===== src/rtl/mips_muldiv.sv =====
// -----------------------------------------------------------------------------
// mips_muldiv
//
// Iterative multiply/divide unit for the MIPS32 pipeline. It executes
// MULT, MULTU, DIV and DIVU one bit per cycle, using shift-add for multiply
// and restoring division for divide. The double-width result is held in
// HI/LO until the next operation completes.
//
// An accepted operation is visible on done/hi/lo WIDTH+2 edges after the
// edge that accepted it. While the unit is busy, start is ignored and not
// queued. Changes on a/b while busy also have no effect.
//
// Ports
//   clk1         rising-edge clock
//   reset        asynchronous, active-high; clears all state and aborts work
//   start        operation request; sampled only while idle
//   op[1:0]      00 MULT, 01 MULTU, 10 DIV, 11 DIVU
//   a[W-1:0]     multiplicand / dividend, captured on acceptance
//   b[W-1:0]     multiplier / divisor, captured on acceptance
//   busy         high from the cycle after acceptance until done
//   done         one-cycle pulse; hi/lo/div_by_zero valid from that cycle
//   hi[W-1:0]    product upper half, or remainder
//   lo[W-1:0]    product lower half, or quotient
//   div_by_zero  set with done for a divide with b == 0; cleared on next start
// -----------------------------------------------------------------------------
module mips_muldiv #(
  parameter int WIDTH = 32
) (
  input  logic             clk1,
  input  logic             reset,
  input  logic             start,
  input  logic [1:0]       op,
  input  logic [WIDTH-1:0] a,
  input  logic [WIDTH-1:0] b,
  output logic             busy,
  output logic             done,
  output logic [WIDTH-1:0] hi,
  output logic [WIDTH-1:0] lo,
  output logic             div_by_zero
);

  localparam int CW = $clog2(WIDTH + 1);

  typedef enum logic [1:0] {
    IDLE = 2'd0,
    PREP = 2'd1,
    RUN  = 2'd2,
    FIX  = 2'd3
  } state_t;

  state_t state, state_nxt;

  // Operation captured at acceptance
  logic [1:0]       op_r;
  logic [WIDTH-1:0] a_r;
  logic [WIDTH-1:0] b_r;

  // Iteration state
  logic [WIDTH-1:0]   opnd;      // multiplicand or divisor magnitude
  logic [2*WIDTH-1:0] acc;       // multiply: {partial, multiplier}; divide: {rem, quo}
  logic [CW-1:0]      cnt;
  logic               res_neg;   // negate product / quotient in FIX
  logic               rem_neg;   // negate remainder in FIX
  logic               dbz;       // divide by zero detected in PREP

  logic is_div;
  logic is_signed;

  assign is_div    = op_r[1];
  assign is_signed = ~op_r[0];

  // ---------------------------------------------------------------------------
  // Operand conditioning (used in PREP)
  // ---------------------------------------------------------------------------
  logic [WIDTH-1:0] a_mag;
  logic [WIDTH-1:0] b_mag;

  // The most negative value maps to itself. As an unsigned number that is
  // exactly its magnitude, so MIN needs no special handling here.
  assign a_mag = (is_signed && a_r[WIDTH-1]) ? -a_r : a_r;
  assign b_mag = (is_signed && b_r[WIDTH-1]) ? -b_r : b_r;

  // ---------------------------------------------------------------------------
  // One iteration step (used in RUN)
  // ---------------------------------------------------------------------------
  logic [WIDTH:0]     mul_sum;
  logic [2*WIDTH-1:0] mul_next;
  logic [WIDTH:0]     div_shift;
  logic               div_ge;
  logic [WIDTH-1:0]   div_rem;
  logic [2*WIDTH-1:0] div_next;

  // Multiply: conditionally add the multiplicand into the upper half, with
  // the carry kept in bit WIDTH. Then shift the whole accumulator right by
  // one, so the carry lands in the accumulator MSB.
  assign mul_sum  = {1'b0, acc[2*WIDTH-1:WIDTH]} + (acc[0] ? {1'b0, opnd} : '0);
  assign mul_next = {mul_sum, acc[WIDTH-1:1]};

  // Divide: the shifted partial remainder needs WIDTH+1 bits. The remainder
  // before the shift is less than the divisor, so after a successful
  // subtract the result fits back into WIDTH bits.
  assign div_shift = acc[2*WIDTH-1:WIDTH-1];
  assign div_ge    = div_shift >= {1'b0, opnd};
  assign div_rem   = WIDTH'(div_shift - {1'b0, opnd});
  assign div_next  = div_ge ? {div_rem, acc[WIDTH-2:0], 1'b1}
                            : {div_shift[WIDTH-1:0], acc[WIDTH-2:0], 1'b0};

  // ---------------------------------------------------------------------------
  // Sign correction (used in FIX)
  // ---------------------------------------------------------------------------
  logic [2*WIDTH-1:0] prod_fix;
  logic [WIDTH-1:0]   quo_fix;
  logic [WIDTH-1:0]   rem_fix;

  assign prod_fix = res_neg ? -acc : acc;
  assign quo_fix  = res_neg ? -acc[WIDTH-1:0] : acc[WIDTH-1:0];
  assign rem_fix  = rem_neg ? -acc[2*WIDTH-1:WIDTH] : acc[2*WIDTH-1:WIDTH];

  // ---------------------------------------------------------------------------
  // FSM
  // ---------------------------------------------------------------------------
  // NOTE: sequential state uses non-blocking assignments, so every flop samples
  // pre-edge values and the ordering of statements cannot create races.
  always_ff @(posedge clk1 or posedge reset) begin
    if (reset) state <= IDLE;
    else       state <= state_nxt;
  end

  // NOTE: state_nxt gets a default before the case, so no path leaves it
  // unassigned and no latch is inferred.
  always_comb begin
    state_nxt = state;
    unique case (state)
      IDLE: if (start) state_nxt = PREP;
      PREP: state_nxt = RUN;
      RUN:  if (cnt == CW'(1)) state_nxt = FIX;
      FIX:  state_nxt = IDLE;
      default: state_nxt = IDLE;
    endcase
  end

  // ---------------------------------------------------------------------------
  // Datapath and registered outputs
  // ---------------------------------------------------------------------------
  always_ff @(posedge clk1 or posedge reset) begin
    if (reset) begin
      op_r        <= '0;
      a_r         <= '0;
      b_r         <= '0;
      opnd        <= '0;
      acc         <= '0;
      cnt         <= '0;
      res_neg     <= 1'b0;
      rem_neg     <= 1'b0;
      dbz         <= 1'b0;
      busy        <= 1'b0;
      done        <= 1'b0;
      hi          <= '0;
      lo          <= '0;
      div_by_zero <= 1'b0;
    end else begin
      done <= 1'b0;
      unique case (state)
        IDLE: begin
          if (start) begin
            op_r        <= op;
            a_r         <= a;
            b_r         <= b;
            busy        <= 1'b1;
            div_by_zero <= 1'b0;
          end
        end
        PREP: begin
          // Multiply keeps the multiplier in the low half and consumes it LSB
          // first. Divide shifts the dividend out of the low half into the
          // remainder. In both cases the upper half starts cleared.
          opnd    <= is_div ? b_mag : a_mag;
          acc     <= {{WIDTH{1'b0}}, (is_div ? a_mag : b_mag)};
          cnt     <= CW'(WIDTH);
          res_neg <= is_signed & (a_r[WIDTH-1] ^ b_r[WIDTH-1]);
          rem_neg <= is_signed & a_r[WIDTH-1];
          dbz     <= is_div & (b_r == '0);
        end
        RUN: begin
          acc <= is_div ? div_next : mul_next;
          cnt <= cnt - CW'(1);
        end
        FIX: begin
          if (!is_div) begin
            {hi, lo} <= prod_fix;
          end else if (dbz) begin
            // Fixed divide-by-zero result: dividend passed through as-is.
            hi <= a_r;
            lo <= '1;
          end else begin
            hi <= rem_fix;
            lo <= quo_fix;
          end
          div_by_zero <= dbz;
          done        <= 1'b1;
          busy        <= 1'b0;
        end
        default: ;
      endcase
    end
  end

endmodule


===== config.mk =====
export PLATFORM = sky130hd
export DESIGN_NAME = mips_muldiv
export DESIGN_NICKNAME = d
export VERILOG_FILES = /design/src/rtl/mips_muldiv.sv
export SDC_FILE = /design/constraint.sdc
export NUM_CORES = 1
export LEC_CHECK = 0
export ABC_CLOCK_PERIOD_IN_PS = 13150
export CORE_MARGIN = 2
export CORE_UTILIZATION = 60
export DETAILED_ROUTE_END_ITERATION = 10
export PLACE_DENSITY = 0.82
export SETUP_SLACK_MARGIN = 0.5
export SYNTH_ARGS = -nofsm -noshare
export SYNTH_HDL_FRONTEND = slang
export SYNTH_SLANG_ARGS = --single-unit

===== constraint.sdc =====
create_clock -name clk1 -period 13.15 [get_ports clk1]
set_clock_uncertainty 0.1 [all_clocks]
set_input_delay 1.315 -clock clk1 [delete_from_list [all_inputs] [get_ports clk1]]
set_output_delay 1.315 -clock clk1 [all_outputs]
set_load 0.01 [all_outputs]

==> out/qor.yml <==
outcome: "finished clean"
seq_area_frac_synth_pct: 33.3
slew_violations: 0
syn-num-nets: 2280
syn_inst: 2135
holdBufCountCts: 0
syn_area_per_cell_um2: 8.46
use_met2_pct: 57.3
portBuffers: 135
yosys.area_share.simple_pct: 16.1
worstPathArrival_ps: 4650
numCtsBuffers: 26
critPathKind: "reg2reg"
synth_top_area_share_pct: 33.3
cts.sinks: 240
critPathMaxStageDelay_ps: 500
yosysTopAreaCell: "dfrtp_1"
antenna_found_initial: 2
final_cell_mix: "nor2_1 (248), dfrtp_1 (239), a21oi_1 (210)"
holdPathStages: 1
path_buf_inv: 2
crit_path_max_fanout: 31
ff2ff_path_depth: 13
finish.utilization_pct: 69.0
r2r-end: "acc[63]"
clock_path_buffers: 3
synthArstFlopShare_pct: 100
finalSetupViolations: 0
synth_edf_count: 0
syn_area_um2: 18100
grt.overflow.total: 0
first_pass_iters: 6
wl_per_cell_um: 22.8
total_power_uw: 6520
final_common_cell: "nor2_1"
tightestPinTransition_ps: 1110
ant_nets: 0
grt-busiest-layer: "met2"
critPathLaunchType: "register"
cap_violations: 0
fmax_mhz: 230
period_minus_slack_ps: 4360
synth-warning-count: 0
clk_pin_slew_ps: 70
grt_usage_pct: 37.3
die_h_um: 177
post-cts-setup-buffers: 0
start_util_pct: 60.9
hp-class: "reg2reg"
grt_use_met1_pct: 50.8
path_delay_family: "compound AO/OA/AOI/OAI gates"
grt_pass1_vias: 16300
cts_tree: "built"
dpl_cell_area_um2: 19600
ir_drop_mv: 0.191
synth_top_family_by_area: "compound AO/OA/AOI/OAI gates"
die_area_um2: 31500
nets: 2328
ys_types: 83
p_per_area_nw_per_um2: 319
rows: 63
area_delta_synth_final_pct: 13.3
cts_root_buffer: "clkbuf_16"
relSlewSlack_pct: 26.0
required_ps: 13440
num_vias: 16900
hp-start: "cnt[5]"
synth-xor-area-share_pct: 9.17
finalSetupTns_ps: 0
cts-resized-gates: 0
synthMuxAreaShare_pct: 10.4
drc: 0
period_share_pct: 33.1
synth_top_flop_cell: "dfrtp_1"
crit_chain: "inv_1 > buf_4 > nor2_1 > ha_1 > nor2b_1 > o31a_1 > o31ai_1 > a32oi_1 > a31oi_1 > nor4_1 > o41a_1 > a2111oi_0 > o41ai_1"
clkLatencyLatePin_ps: 560
reg2reg_slack_ps: 8790
synth_area_leaders: "dfrtp_1 (33%), mux2_2 (6.4%), a21oi_1 (5.8%)"
synth-compound-area-share_pct: 21.0
final_area_um2: 20500
dpl.hpwl_um: 42900
drive_gt1_share_pct: 9.76
gp_congestion: 1.01
power.leakage_uw: 0.00868
pin_count: 136
wirelength_um: 59100
cpMaxStageDelayCell: "a2111oi_0"
rsz0062_at_grt: "false"
min_to: "cnt[5]"
endpoint_kind: "register"
die_w_um: 177
r2r-start: "acc[0]"
grt_first_pass_wirelength_um: 91200
drtIter0Drc: 1963
htreeDepth: 1
grt.met3_usage_pct: 6.45
synthAdderAreaFrac_pct: 5.35
synth.ff_latch_count: 240
grt_max_degree: 98
core_um2: 29600
hold_viol_final: 0
via_per_inst: 6.52
==> Yosys cell counts (29+ instances only) <==
cell type / count
xor2_1: 86
a211oi_1: 29
xnor2_1: 103
a21oi_1: 210
mux2_2: 103
ha_1: 74
mux2i_1: 49
nand2_1: 186
nor2_1: 248
o211ai_1: 30
dfrtp_1: 240
clkbuf_1: 111
inv_1: 89
nor3_1: 37
o21ai_0: 161
==> worst register-to-register path, stage by stage (launching register included) <==
cell,delay [ps]
dfrtp_1,430
inv_1,110
buf_4,370
nor2_1,130
ha_1,330
nor2b_1,170
o31a_1,280
o31ai_1,330
a32oi_1,260
a31oi_1,400
nor4_1,180
o41a_1,430
a2111oi_0,500
o41ai_1,170
==> how the worst max path moves through the flow <==
stage          cells past startpoint  slack [ps]    from      end
2_1_floorplan                      1        5150   reset   a_r[0]
3_3_place_gp                      13        9080  acc[0]  acc[63]
3_5_place_dp                      13        8910  acc[0]  acc[63]
4_1_cts                           13        8870  acc[0]  acc[63]
5_1_grt                           13        8530  acc[0]  acc[63]
6_report                          13        8790  acc[0]  acc[63]
==> report_power, final <==
part           switching (uW)  internal (uW)  total, uW
logic                    2430           1680       4110
clock network             318            443        761
registers                 552           1090       1650
==> layout make-up <==
cell class,instances,area (um2)
clock inverters,10,113
flip-flops and latches,240,6010
diodes,1,2.50
repair buffers,154,1490
inverters,92,353
clock buffers,37,763
well taps,390,488
multi-input cells,1669,11200
fillers,2342,9190
==> through the flow <==
stage | std cells | hold WS (ps) | worst slack [ps]
2_1_floorplan | 2135 | 360 | 5150
3_3_place_gp | 2545 | 377 | 9080
3_5_place_dp | 2545 | 395 | 8910
4_1_cts | 2592 | 415 | 8870
5_1_grt | 2592 | 431 | 8530
6_report | 2593 | 411 | 8790
==> state kept, by name (all words and copies together) (netlist names), 2 cells and up <==
name	count
acc	64
a_r	32
b_r	32
hi	32
lo	32
opnd	32
cnt	6
op_r	2
state	2
==> per-layer routing <==
metal	share of wire (%)	routed length, um	vias to the layer above
met5	0.019	11	-
met4	5.4	3220	2
met2	44	26200	885
li1	-	-	7716
met3	8.8	5180	183
met1	41	24500	8127
==> kinds of logic after synthesis <==
logic type                 after synthesis
DFF                                    240
and+or+nand+nor                        626
AOI/OAI and AO/OA                      616
adders and majority gates               76
muxes                                  162
xor gates and xnor gates               189
buffers and inverters                  226
(Power assumes the default switching activity.)
